## config.mk

```make
export PLATFORM = sky130hd
export DESIGN_NAME = spm_serial_driver_flat
export DESIGN_NICKNAME = d
export VERILOG_FILES = /design/src/rtl/spm_serial_driver_if.sv /design/src/rtl/spm_serial_driver.sv /design/src/flat_wrapper.sv
export SDC_FILE = /design/constraint.sdc
export NUM_CORES = 1
export LEC_CHECK = 0
export BUFFER_PORTS_ARGS = -buffer_cell sky130_fd_sc_hd__buf_2
export CAP_MARGIN = 20
export CORE_UTILIZATION = 28
export DETAILED_ROUTE_END_ITERATION = 12
export MAX_ROUTING_LAYER = met4
export PLACE_DENSITY = 0.52
export SETUP_SLACK_MARGIN = 0.2
export SLEW_MARGIN = 20
export SYNTH_ARGS = -nofsm -noshare
export SYNTH_HDL_FRONTEND = slang
export SYNTH_SLANG_ARGS = --single-unit
```

## constraint.sdc

```tcl
create_clock -name clk -period 4.7 [get_ports clk]
set_input_delay 0.47 -clock clk [delete_from_list [all_inputs] [get_ports clk]]
set_output_delay 0.47 -clock clk [all_outputs]
set_load 0.02 [all_outputs]
```

## src/rtl/spm_serial_driver_if.sv

```systemverilog
// Operand/product handshake bundle between a client and the serial-parallel multiplier driver.
// The client drives operands and out_ready; the driver answers with in_ready and the product.
interface spm_serial_driver_if #(
  parameter int unsigned WIDTH = 32
);
  logic               in_valid;
  logic               in_ready;
  logic [WIDTH-1:0]   in_x;
  logic [WIDTH-1:0]   in_y;
  logic               out_valid;
  logic               out_ready;
  logic [2*WIDTH-1:0] out_p;

  modport master (
    output in_valid, in_x, in_y, out_ready,
    input  in_ready, out_valid, out_p
  );

  modport slave (
    input  in_valid, in_x, in_y, out_ready,
    output in_ready, out_valid, out_p
  );
endinterface

```

## src/rtl/spm_serial_driver.sv

```systemverilog
// Sequencer for a serial-parallel multiplier array: holds x in parallel, feeds sign-extended
// y LSB first, and collects the serial product back into a parallel word.
module spm_serial_driver #(
  parameter int unsigned WIDTH = 32,
  parameter int unsigned LAT   = 1
) (
  input  logic                   clk,
  input  logic                   rst,
  spm_serial_driver_if.slave     bus,
  output logic                   busy,
  output logic [WIDTH-1:0]       spm_x,
  output logic                   spm_y,
  input  logic                   spm_p,
  output logic                   spm_rst
);

  localparam int unsigned NCyc = 2 * WIDTH + LAT;
  localparam int unsigned CntW = $clog2(NCyc);
  localparam logic [CntW-1:0] CntLast = CntW'(NCyc - 1);

  typedef enum logic [1:0] {StIdle, StClear, StShift, StDone} state_e;

  state_e               state_q, state_d;
  logic [CntW-1:0]      cnt_q, cnt_d;
  logic [WIDTH-1:0]     x_q, x_d;
  logic [WIDTH-1:0]     y_q, y_d;
  logic [2*WIDTH-1:0]   p_q, p_d;
  logic                 accept;
  logic                 sample_en;
  logic                 y_live;

  assign accept = (state_q == StIdle) && bus.in_valid;

  // With LAT=0 every shift cycle samples and carries a live y bit; the compares would be constant.
  if (LAT == 0) begin : g_lat0
    assign sample_en = 1'b1;
    assign y_live    = 1'b1;
  end else begin : g_lat
    localparam logic [CntW-1:0] CntLat  = CntW'(LAT);
    localparam logic [CntW-1:0] CntSext = CntW'(2 * WIDTH);
    assign sample_en = (cnt_q >= CntLat);
    assign y_live    = (cnt_q < CntSext);
  end

  always_ff @(posedge clk) begin
    if (rst) begin
      state_q <= StIdle;
    end else begin
      state_q <= state_d;
    end
  end

  always_comb begin
    state_d = state_q;
    unique case (state_q)
      StIdle:  if (accept) state_d = StClear;
      StClear: state_d = StShift;
      StShift: if (cnt_q == CntLast) state_d = StDone;
      StDone:  if (bus.out_ready) state_d = StIdle;
      default: state_d = StIdle;
    endcase
  end

  always_ff @(posedge clk) begin
    if (rst) begin
      cnt_q <= '0;
      x_q   <= '0;
      y_q   <= '0;
      p_q   <= '0;
    end else begin
      cnt_q <= cnt_d;
      x_q   <= x_d;
      y_q   <= y_d;
      p_q   <= p_d;
    end
  end

  // y is consumed by an arithmetic right shift, so bit 0 walks through y and then repeats the sign.
  always_comb begin
    cnt_d = cnt_q;
    x_d   = x_q;
    y_d   = y_q;
    p_d   = p_q;
    unique case (state_q)
      StIdle: begin
        if (accept) begin
          x_d = bus.in_x;
          y_d = bus.in_y;
        end
      end
      StClear: cnt_d = '0;
      StShift: begin
        if (cnt_q != CntLast) cnt_d = cnt_q + 1'b1;
        y_d = {y_q[WIDTH-1], y_q[WIDTH-1:1]};
        if (sample_en) p_d = {spm_p, p_q[2*WIDTH-1:1]};
      end
      default: ;
    endcase
  end

  // Outputs are forced to their idle values while rst is high, ahead of the reset edge.
  always_comb begin
    bus.in_ready  = !rst && (state_q == StIdle);
    bus.out_valid = !rst && (state_q == StDone);
    bus.out_p     = rst ? '0 : p_q;
    busy          = !rst && (state_q != StIdle);
    spm_x         = rst ? '0 : x_q;
    spm_y         = !rst && (state_q == StShift) && y_live && y_q[0];
    spm_rst       = rst || (state_q != StShift);
  end

endmodule

```

## src/flat_wrapper.sv

```systemverilog
// flat-port wrapper written by rule: the top's interface ports become plain ports
module spm_serial_driver_flat 
#(
  parameter int unsigned WIDTH = 32,
  parameter int unsigned LAT   = 1
)
  (clk, rst, busy, spm_x, spm_y, spm_p, spm_rst, bus_in_valid, bus_in_x, bus_in_y, bus_out_ready, bus_in_ready, bus_out_valid, bus_out_p);
  spm_serial_driver_if #(.WIDTH(WIDTH)) bus_i ();
  input  logic clk;
  input  logic rst;
  output logic busy;
  output logic [WIDTH-1:0] spm_x;
  output logic spm_y;
  input  logic spm_p;
  output logic spm_rst;
  input wire logic [$bits(bus_i.in_valid)-1:0] bus_in_valid;
  input wire logic [$bits(bus_i.in_x)-1:0] bus_in_x;
  input wire logic [$bits(bus_i.in_y)-1:0] bus_in_y;
  input wire logic [$bits(bus_i.out_ready)-1:0] bus_out_ready;
  output wire logic [$bits(bus_i.in_ready)-1:0] bus_in_ready;
  output wire logic [$bits(bus_i.out_valid)-1:0] bus_out_valid;
  output wire logic [$bits(bus_i.out_p)-1:0] bus_out_p;
  assign bus_i.in_valid = bus_in_valid;
  assign bus_i.in_x = bus_in_x;
  assign bus_i.in_y = bus_in_y;
  assign bus_i.out_ready = bus_out_ready;
  assign bus_in_ready = bus_i.in_ready;
  assign bus_out_valid = bus_i.out_valid;
  assign bus_out_p = bus_i.out_p;
  spm_serial_driver #(.WIDTH(WIDTH), .LAT(LAT)) u_core (.clk(clk), .rst(rst), .bus(bus_i), .busy(busy), .spm_x(spm_x), .spm_y(spm_y), .spm_p(spm_p), .spm_rst(spm_rst));
endmodule
```

==> metrics.txt, run 1 <==
post-DR vias/cell 4.38; flops & latches, synth 137; cell row count 52; Slowest-stage cell, CP ha_2; post-route setup TNS 0 ps; Hold-fix buffers, CTS 0; dominant cells by area after synthesis dfxtp_1 (47%), mux2_2 (12%), nor2b_1 (11%); # port buffers 169; biggest area consumer among synthesized cells dfxtp_1; post-cts resize count 0; Post-Syn Area 5830 um2; Clock Tree Buf Depth 2; period utilization 64.6%; final worst path period need 3040 ps; Setup WS post-layout 1660 ps; Worst Path Required 4230 ps; Leak 0.00330 uW; type of the worst setup path register to output port; Final Skew 7.79 ps; status completed; synth-to-layout area growth 27.9%; Starting DRT DRC Count 190; Die ar. 21,400 um2; diode count 0; worst hold path type input pin to register; Place WS 1980 ps; Synth cell types 34; synth warn 0; root buffer cell clkbuf_16; Num CTS Buffers 17; layout cells sized above 1 35.2%; initial antenna violation count 0; Slew Limit Fails 0; slowest stage delay, CP 770 ps; Max H-tree Level 4; CP Data Arrival Time 2570 ps; register area share after synthesis 47.1%; Nets 828; Final ANT Viol Nets 0; fmax 329 MHz; RSZ-0062 raised after global routing no; post-DR wirelength/cell 12.3 um; first-pass GRT wire length 20,800 um; Post-CTS Setup Inserts 0; Hold Violations, Final 0; dpl hpwl 8200 um; Slew HR 29.4%; largest net degree at the start of global routing 85; Yosys top cell area share 47.1%; critical path fanouts, max 34; final setup vio count 0; Final Core Density 36.7%; total iterations of the first detailed-routing run 6; Pwr Density 462 nW/um2; crit end category output port; syn avg cell area 9.66 um2; Critical Path, Cell by Cell inv_1 -> ha_2 -> buf_4 -> nand2b_1 -> nor3b_1 -> buf_2; Die Ht 146 um; Skew-Pair Late Insertion Delay 420 ps; vias in the first global route 4,117; synthesized instance count 603; Ports 170; initial core utilization 28.7%; clock sink total 137; Syn Nets 680; Total Routing Usage GR 12.5%; core box area 20,300 um2; total number of vias 4,530; final wirelength 12,700 um; Startpoint Class register; Top delay family on crit path adder cells; Die Wd 146 um; CP Buf/Inv Count 3; CTS tree built; Tot Pwr 3440 uW; clock slew seen by the registers of the worst setup and hold paths 60 ps; gpl congestion 0.732; DRC viols 0; grt ovf 0; max_cap viols 0; worst hold slack 288 ps; transition time of the tightest slew-check pin 1060 ps; peak supply drop 0.224 mV
layout by cell type (no fill, tap or decap), types with 6 or more instances in the layout:
master       n
clkbuf_16   17
nor2b_1    102
nand3_1      6
buf_4        6
ha_1         7
a211oi_1    32
mux2_2      61
dfxtp_1    137
nor2_1      34
nand2_1     67
buf_2      168
mux2i_1     32
a21oi_1     38
final timing paths:
check,start,endpoint,slack (ps),cells after the start
worst max-delay path,u_core.state_q[0],spm_y,1660,6
worst max register to register,u_core.state_q[0],u_core.y_q[11],2010,5
worst min-delay path,bus_in_x[21],u_core.x_q[21],290,3
worst min register to register,u_core.x_q[13],u_core.x_q[13],450,2
through the flow:
step | instances | cell area [um2]
5_1_grt | 1034 | 7450
3_5_place_dp | 1002 | 6860
6_report | 1034 | 7450
2_1_floorplan | 603 | 5830
4_1_cts | 1034 | 7450
3_3_place_gp | 1002 | 6860
synth_stat cells:
library cell	n
mux2i_1	32
nor4_1	1
and2_1	1
o2111ai_1	1
a21oi_1	38
ha_1	8
o21ai_0	4
or4_1	2
nor2_1	34
a21boi_0	1
a2111o_1	1
buf_4	2
buf_1	3
mux2_1	4
inv_1	5
a41oi_1	2
o32ai_1	1
nand3b_1	1
o21ai_4	1
nor2b_1	102
clkbuf_1	37
nor3b_1	1
o22a_1	1
nor3_1	2
buf_6	4
o211ai_1	3
nand3_1	6
nand2b_1	5
dfxtp_1	137
o31ai_1	1
or3_1	2
a211oi_1	32
mux2_2	61
nand2_1	67
flip-flops by register name, indices dropped and copies added (netlist names):
name and cells:
u_core.p_q 64, u_core.x_q 32, u_core.y_q 32, u_core.cnt_q 7, u_core.state_q 2
power breakdown:
group          total, uW  internal (uW)  leakage [uW]  switching, uW
logic                732            294       0.00190            438
clock network       1330            801      0.000286            528
registers           1380           1310       0.00112           71.9
final cells by class:
class / instances / area (um2)
timing repair buffer: 175 / 906
fill: 2129 / 12800
multi-input combinational: 415 / 2860
tap: 270 / 338
clock inverter: 13 / 145
inverter: 5 / 18.8
sequential: 137 / 2740
clock buffer: 19 / 443
per-layer routing:
| layer | vias to the layer above | share of wire (%) | GRT usage, % | routed length, um |
|---|---|---|---|---|
| met3 | 14 | 5.3 | 3.69 | 673 |
| met1 | 2039 | 51 | 16.6 | 6530 |
| met4 | 0 | 1.5 | 5.00 | 195 |
| met5 | - | 0 | - | 0 |
| li1 | 2343 | - | - | - |
| met2 | 134 | 42 | 17.5 | 5340 |
logic make-up (layout without fill, tap and decap cells):
logic type	Yosys count	count (layout)	synth area share [%]
multiplexers	97	97	18.1
AO/OA/AOI/OAI	86	86	9.60
buffers and inverters	51	212	3.93
adder cells (fa/ha/maj)	8	8	1.72
AND/OR/NAND/NOR	224	224	19.6
flip-flops	137	137	47.1
worst register-to-register path: cells and delay by family, from the launching register on:
family / cells / cell delay [ps]
AND/OR/NAND/NOR: 1 / 130
flip-flops: 1 / 320
adder cells (fa/ha/maj): 1 / 770
multiplexers: 1 / 1020
AO/OA/AOI/OAI: 1 / 240
buffers and inverters: 1 / 120
Power figures use the tool's default switching activity.
==> run 2, diff against run 1 <==
Clock period 4.7 ns to 3.2 ns, I/O delays scaled along.
==> metrics.txt, run 2 (synthesis gave the netlist of run 1 again) <==
Clk pwr share 37.5% (-1.1 points); CTS tree built; diode count 0 (unchanged); Leak 0.00330 uW (about the same); Total Routing Usage GR 12.3% (-0.20 points); Post-CTS Setup Inserts 0 (unchanged); RSZ-0062 raised after global routing no; initial antenna violation count 0 (unchanged); max_cap viols 0 (unchanged); sw frac 32.0% (+1.9 points); Skew-Pair Late Insertion Delay 420 ps (about the same); Hold-fix buffers, CTS 0 (unchanged); commonest non-fill, non-tap cell in the layout buf_2; status completed; Max H-tree Level 4 (unchanged); grt ovf 0 (unchanged); CP Data Arrival Time 2220 ps (-350 ps); Slew Limit Fails 0 (unchanged); crit end category output port; post-DR wirelength/cell 12.2 um (-0.80%); Final Skew 8.80 ps (+1.01 ps); core box area 20,300 um2 (unchanged); Pwr Density 667 nW/um2 (+44%); period utilization 79.5%; Nets 830 (+0.24%); sequential share of power 40.7% (+0.6 points); final wirelength 12,700 um (-0.61%); Top Registers u_core.p_q: 64 flops, u_core.x_q: 32 flops, u_core.y_q: 32 flops; final worst path period need 2540 ps; final setup vio count 0 (unchanged); peak supply drop 0.347 mV (+55%); Slew HR 48.3% (+19 points); Pint 3380 uW (+41%); initial core utilization 28.7% (unchanged); Starting DRT DRC Count 155 (-18%); post-DR vias/cell 4.36 (-0.55%); root buffer cell clkbuf_16; Hold Violations, Final 0 (unchanged); critical path fanouts, max 32 (-5.9%); post-cts resize count 0 (unchanged); Die ar. 21,400 um2 (unchanged); Final Core Density 36.8% (+0.049 points); Largest Register u_core.p_q; Num CTS Buffers 17 (unchanged); synth-to-layout area growth 28.0%; worst hold path type input pin to register; clock sink total 137 (unchanged); Startpoint Class register; transition time of the tightest slew-check pin 775 ps (-283 ps); total number of vias 4,514 (-0.35%); cell row count 52 (unchanged); max FFs per register 64 (unchanged); largest net degree at the start of global routing 74 (-13%); Die Wd 146 um (unchanged); fraction of power consumed by combinational cells 21.8% (+0.5 points); dpl hpwl 8220 um (+0.22%); first-pass GRT wire length 20,500 um (-1.7%); clock slew seen by the registers of the worst setup and hold paths 60 ps (about the same); Clock Tree Buf Depth 2 (unchanged); Die Ht 146 um (unchanged); Final ANT Viol Nets 0 (unchanged); Worst Path Required 2880 ps (-1350 ps); NetSw 1590 uW (+54%); type of the worst setup path register to output port; layout cells sized above 1 35.5% (+0.30 points); vias in the first global route 4,051 (-1.6%); commonest non-fill, non-tap cells in the layout buf_2 (168), dfxtp_1 (137), nor2b_1 (102); # port buffers 169 (unchanged); fmax 393 MHz; post-route setup TNS 0 ps (unchanged); gpl congestion 0.691 (-5.5%); total iterations of the first detailed-routing run 4 (-2); DRC viols 0 (unchanged); Ports 170 (unchanged)
run 2: worst max-delay path, cell delays in order (launching register included):
cell	delay [ps]
dfxtp_1	330
inv_1	120
ha_2	560
buf_12	300
nand2b_1	100
nor3b_1	190
buf_2	190
run 2: area by class of cell:
type                       instances  area (um2)
fill                            2150       12800
multi-input combinational        415        2860
sequential                       137        2740
timing repair buffer             177         946
clock buffer                      17         425
tap                              270         338
clock inverter                    15         133
inverter                           5        18.8
run 2: routing by layer:
layer | vias to the layer above | wire length (um) | track usage [%]
met3 | 12 | 697 | 4.03
met4 | 0 | 165 | 4.22
met2 | 120 | 5240 | 17.1
met1 | 2020 | 6560 | 16.5
met5 | - | 0 | -
li1 | 2362 | - | -
run 2: power by group through the flow:
stage               clock network [uW]  registers, uW  logic, uW
finish                            1870           2020       1080
global route                      2000           2050       1210
CTS                               1930           2020       1100
detailed placement                   0           2060       1100
global placement                     0           2060       1100
floorplan                            0           2030        860
run 2: final timing paths:
check                                       start        endpoint  slack, ps  cells past startpoint
worst max-delay path            u_core.state_q[0]           spm_y        660                      6
worst min-delay path                 bus_in_x[24]  u_core.x_q[24]        140                      3
worst max register to register  u_core.state_q[0]   u_core.y_q[7]       1040                      6
worst min register to register     u_core.x_q[30]  u_core.x_q[30]        450                      2
run 2: metrics by stage:
step | std cells | worst slack [ps] | hold WS, ps | area [um2] | total power [uW]
finish | 1036 | 658 | 135 | 7460 | 4980
global route | 1036 | 494 | 122 | 7460 | 5270
CTS | 1036 | 612 | 116 | 7460 | 5060
detailed placement | 1004 | 1020 | 442 | 6900 | 3160
global placement | 1004 | 1070 | 439 | 6900 | 3160
floorplan | 603 | 922 | 432 | 5830 | 2890
==> run 3, diff against run 2 <==
Settings changed: PLACE_DENSITY 0.52 to 0.54.
Clock period 3.2 ns to 2.29 ns, I/O delays scaled along.
==> metrics.txt, run 3 (synthesis gave the netlist of run 1 again) <==
transition time of the tightest slew-check pin 536 ps (-240 ps); # port buffers 169 (unchanged); core box area 20,300 um2 (unchanged); Clock Tree Buf Depth 2 (unchanged); fmax 500 MHz; post-DR vias/cell 4.38 (+0.45%); fraction of power consumed by combinational cells 23.1% (+1.3 points); Critical Path, Cell by Cell or4_1 -> o21ai_4 -> buf_4 -> clkbuf_16 -> mux2_2; largest net degree at the start of global routing 63 (-15%); clock sink total 137 (unchanged); Max H-tree Level 4 (unchanged); RSZ-0062 raised after global routing yes; first-pass GRT wire length 21,800 um (+6.3%); sequential share of power 40.8% (about the same); Die Wd 146 um (unchanged); Total Routing Usage GR 13.0% (+0.69 points); commonest non-fill, non-tap cells in the layout buf_2 (168), dfxtp_1 (136), nor2b_1 (102); DRC viols 0 (unchanged); slowest stage delay, CP 620 ps (+60 ps); total iterations of the first detailed-routing run 4 (unchanged); commonest non-fill, non-tap cell in the layout buf_2; final worst path period need 2000 ps; Worst Path Required 2590 ps (-290 ps); CTS tree built; Leak 0.00340 uW (+3.0%); total number of vias 4,578 (+1.4%); root buffer cell clkbuf_16; post-route setup TNS 0 ps (unchanged); crit end category register; CP Data Arrival Time 2300 ps (+80 ps); status completed; post-DR wirelength/cell 12.7 um (+4.1%); Top Registers u_core.p_q: 64 flops, u_core.x_q: 32 flops, u_core.y_q: 32 flops; Num CTS Buffers 17 (unchanged); cell row count 52 (unchanged); Final Core Density 37.5% (+0.78 points); Slowest-stage cell, CP or4_1; Final Skew 7.85 ps (-0.957 ps); initial core utilization 28.7% (unchanged); layout cells sized above 1 36.7% (+1.2 points); Skew-Pair Late Insertion Delay 410 ps (about the same); Die ar. 21,400 um2 (unchanged); NetSw 2170 uW (+36%); sw frac 31.2% (-0.86 points); Clk pwr share 36.1% (-1.4 points); critical path fanouts, max 10 (-69%); Pint 4780 uW (+41%); r2r setup slk 290 ps (-750 ps); Pwr Density 912 nW/um2 (+37%); Startpoint Class register; gpl congestion 0.727 (+5.2%); Die Ht 146 um (unchanged); vias in the first global route 4,383 (+8.2%); Slew Limit Fails 0 (unchanged); Nets 840 (+1.2%); type of the worst setup path register to register; Largest Register u_core.p_q; clock slew seen by the registers of the worst setup and hold paths 60 ps (about the same); grt ovf 0 (unchanged); diode count 0 (unchanged); Final ANT Viol Nets 0 (unchanged); final wirelength 13,300 um (+5.1%); initial antenna violation count 0 (unchanged); worst hold path type input pin to register; Slew HR 64.3% (+16 points); peak supply drop 0.478 mV (+38%); max FFs per register 64 (unchanged); Hold Violations, Final 0 (unchanged); period utilization 87.4%; dpl hpwl 8730 um (+6.1%); Ports 170 (unchanged); max_cap viols 0 (unchanged); synth-to-layout area growth 30.8%; final setup vio count 0 (unchanged); Starting DRT DRC Count 135 (-13%)
[run 3: cell count changes in the layout (fill, tap and decap cells not counted), sizes merged]
cell	previous run	this run
buf	177	185
clkinvlp	4	2
clkbuf	17	19
bufbuf	0	1
clkinv	4	9
inv	12	8
[run 3: through the flow]
step           setup slack (ps)  power (uW)  hold WS [ps]  instance area, um2  instances
2_1_floorplan               267        4040           365                5830        603
3_3_place_gp                240        4440           438                6990       1010
3_5_place_dp                195        4460           443                6990       1010
4_1_cts                     206        7050          28.3                7590       1045
5_1_grt                     189        7370          29.1                7620       1046
6_report                    288        6950          51.9                7620       1046
[run 3: repair_timing]
| item | 4_1_cts | 5_1_grt |
|---|---|---|
| buffers inserted | 2 | 0 |
| setup endpoints to repair | 28 | 65 |
| endpoints found under the hold margin | 0 | 0 |
| resized for setup | 3 | 1 |
| gates cloned | 1 | 1 |
| pin swaps | 1 | 2 |
| hold buffers | 0 | 0 |
[run 3: path summary, 6_finish.rpt]
path	start	endpoint	depth (start not counted)
worst max-delay path	u_core.cnt_q[2]	u_core.p_q[21]	5
worst min-delay path	bus_in_x[21]	u_core.x_q[21]	3
worst min register to register	u_core.x_q[5]	u_core.x_q[5]	2
worst max register to register	u_core.cnt_q[2]	u_core.p_q[21]	5
[run 3: final cells by class]
class / count / area, um2
Clock inverter: 14 / 100
Inverter: 5 / 18.8
Tap cell: 270 / 338
Timing Repair Buffer: 187 / 1100
Multi-Input combinational cell: 415 / 2880
Sequential cell: 137 / 2750
Clock buffer: 18 / 439
Fill cell: 2123 / 12700
[run 3: worst max-delay path, delay by kind of cell, from the launching register on]
| kind | cells | cell delay, ps |
|---|---|---|
| and+or+nand+nor | 1 | 620 |
| DFF | 1 | 370 |
| buffers and inverters | 2 | 350 |
| muxes | 1 | 330 |
| AOI/OAI and AO/OA | 1 | 220 |
[run 3: metal layers]
metal | up-vias | share of wire [%] | GRT usage, % | routed length (um)
met3 | 14 | 6.8 | 4.34 | 900
met4 | 0 | 1.4 | 4.79 | 189
met1 | 2070 | 50 | 16.8 | 6610
li1 | 2360 | - | - | -
met5 | - | 0 | - | 0
met2 | 134 | 42 | 18.6 | 5610
[run 3: power by group through the flow]
| stage | Sequential (uW) | Combinational [uW] | Clock [uW] |
|---|---|---|---|
| CTS | 2840 | 1620 | 2590 |
| global route | 2870 | 1790 | 2710 |
| finish | 2830 | 1600 | 2510 |
| detailed placement | 2880 | 1580 | 0 |
| global placement | 2880 | 1570 | 0 |
| floorplan | 2840 | 1200 | 0 |
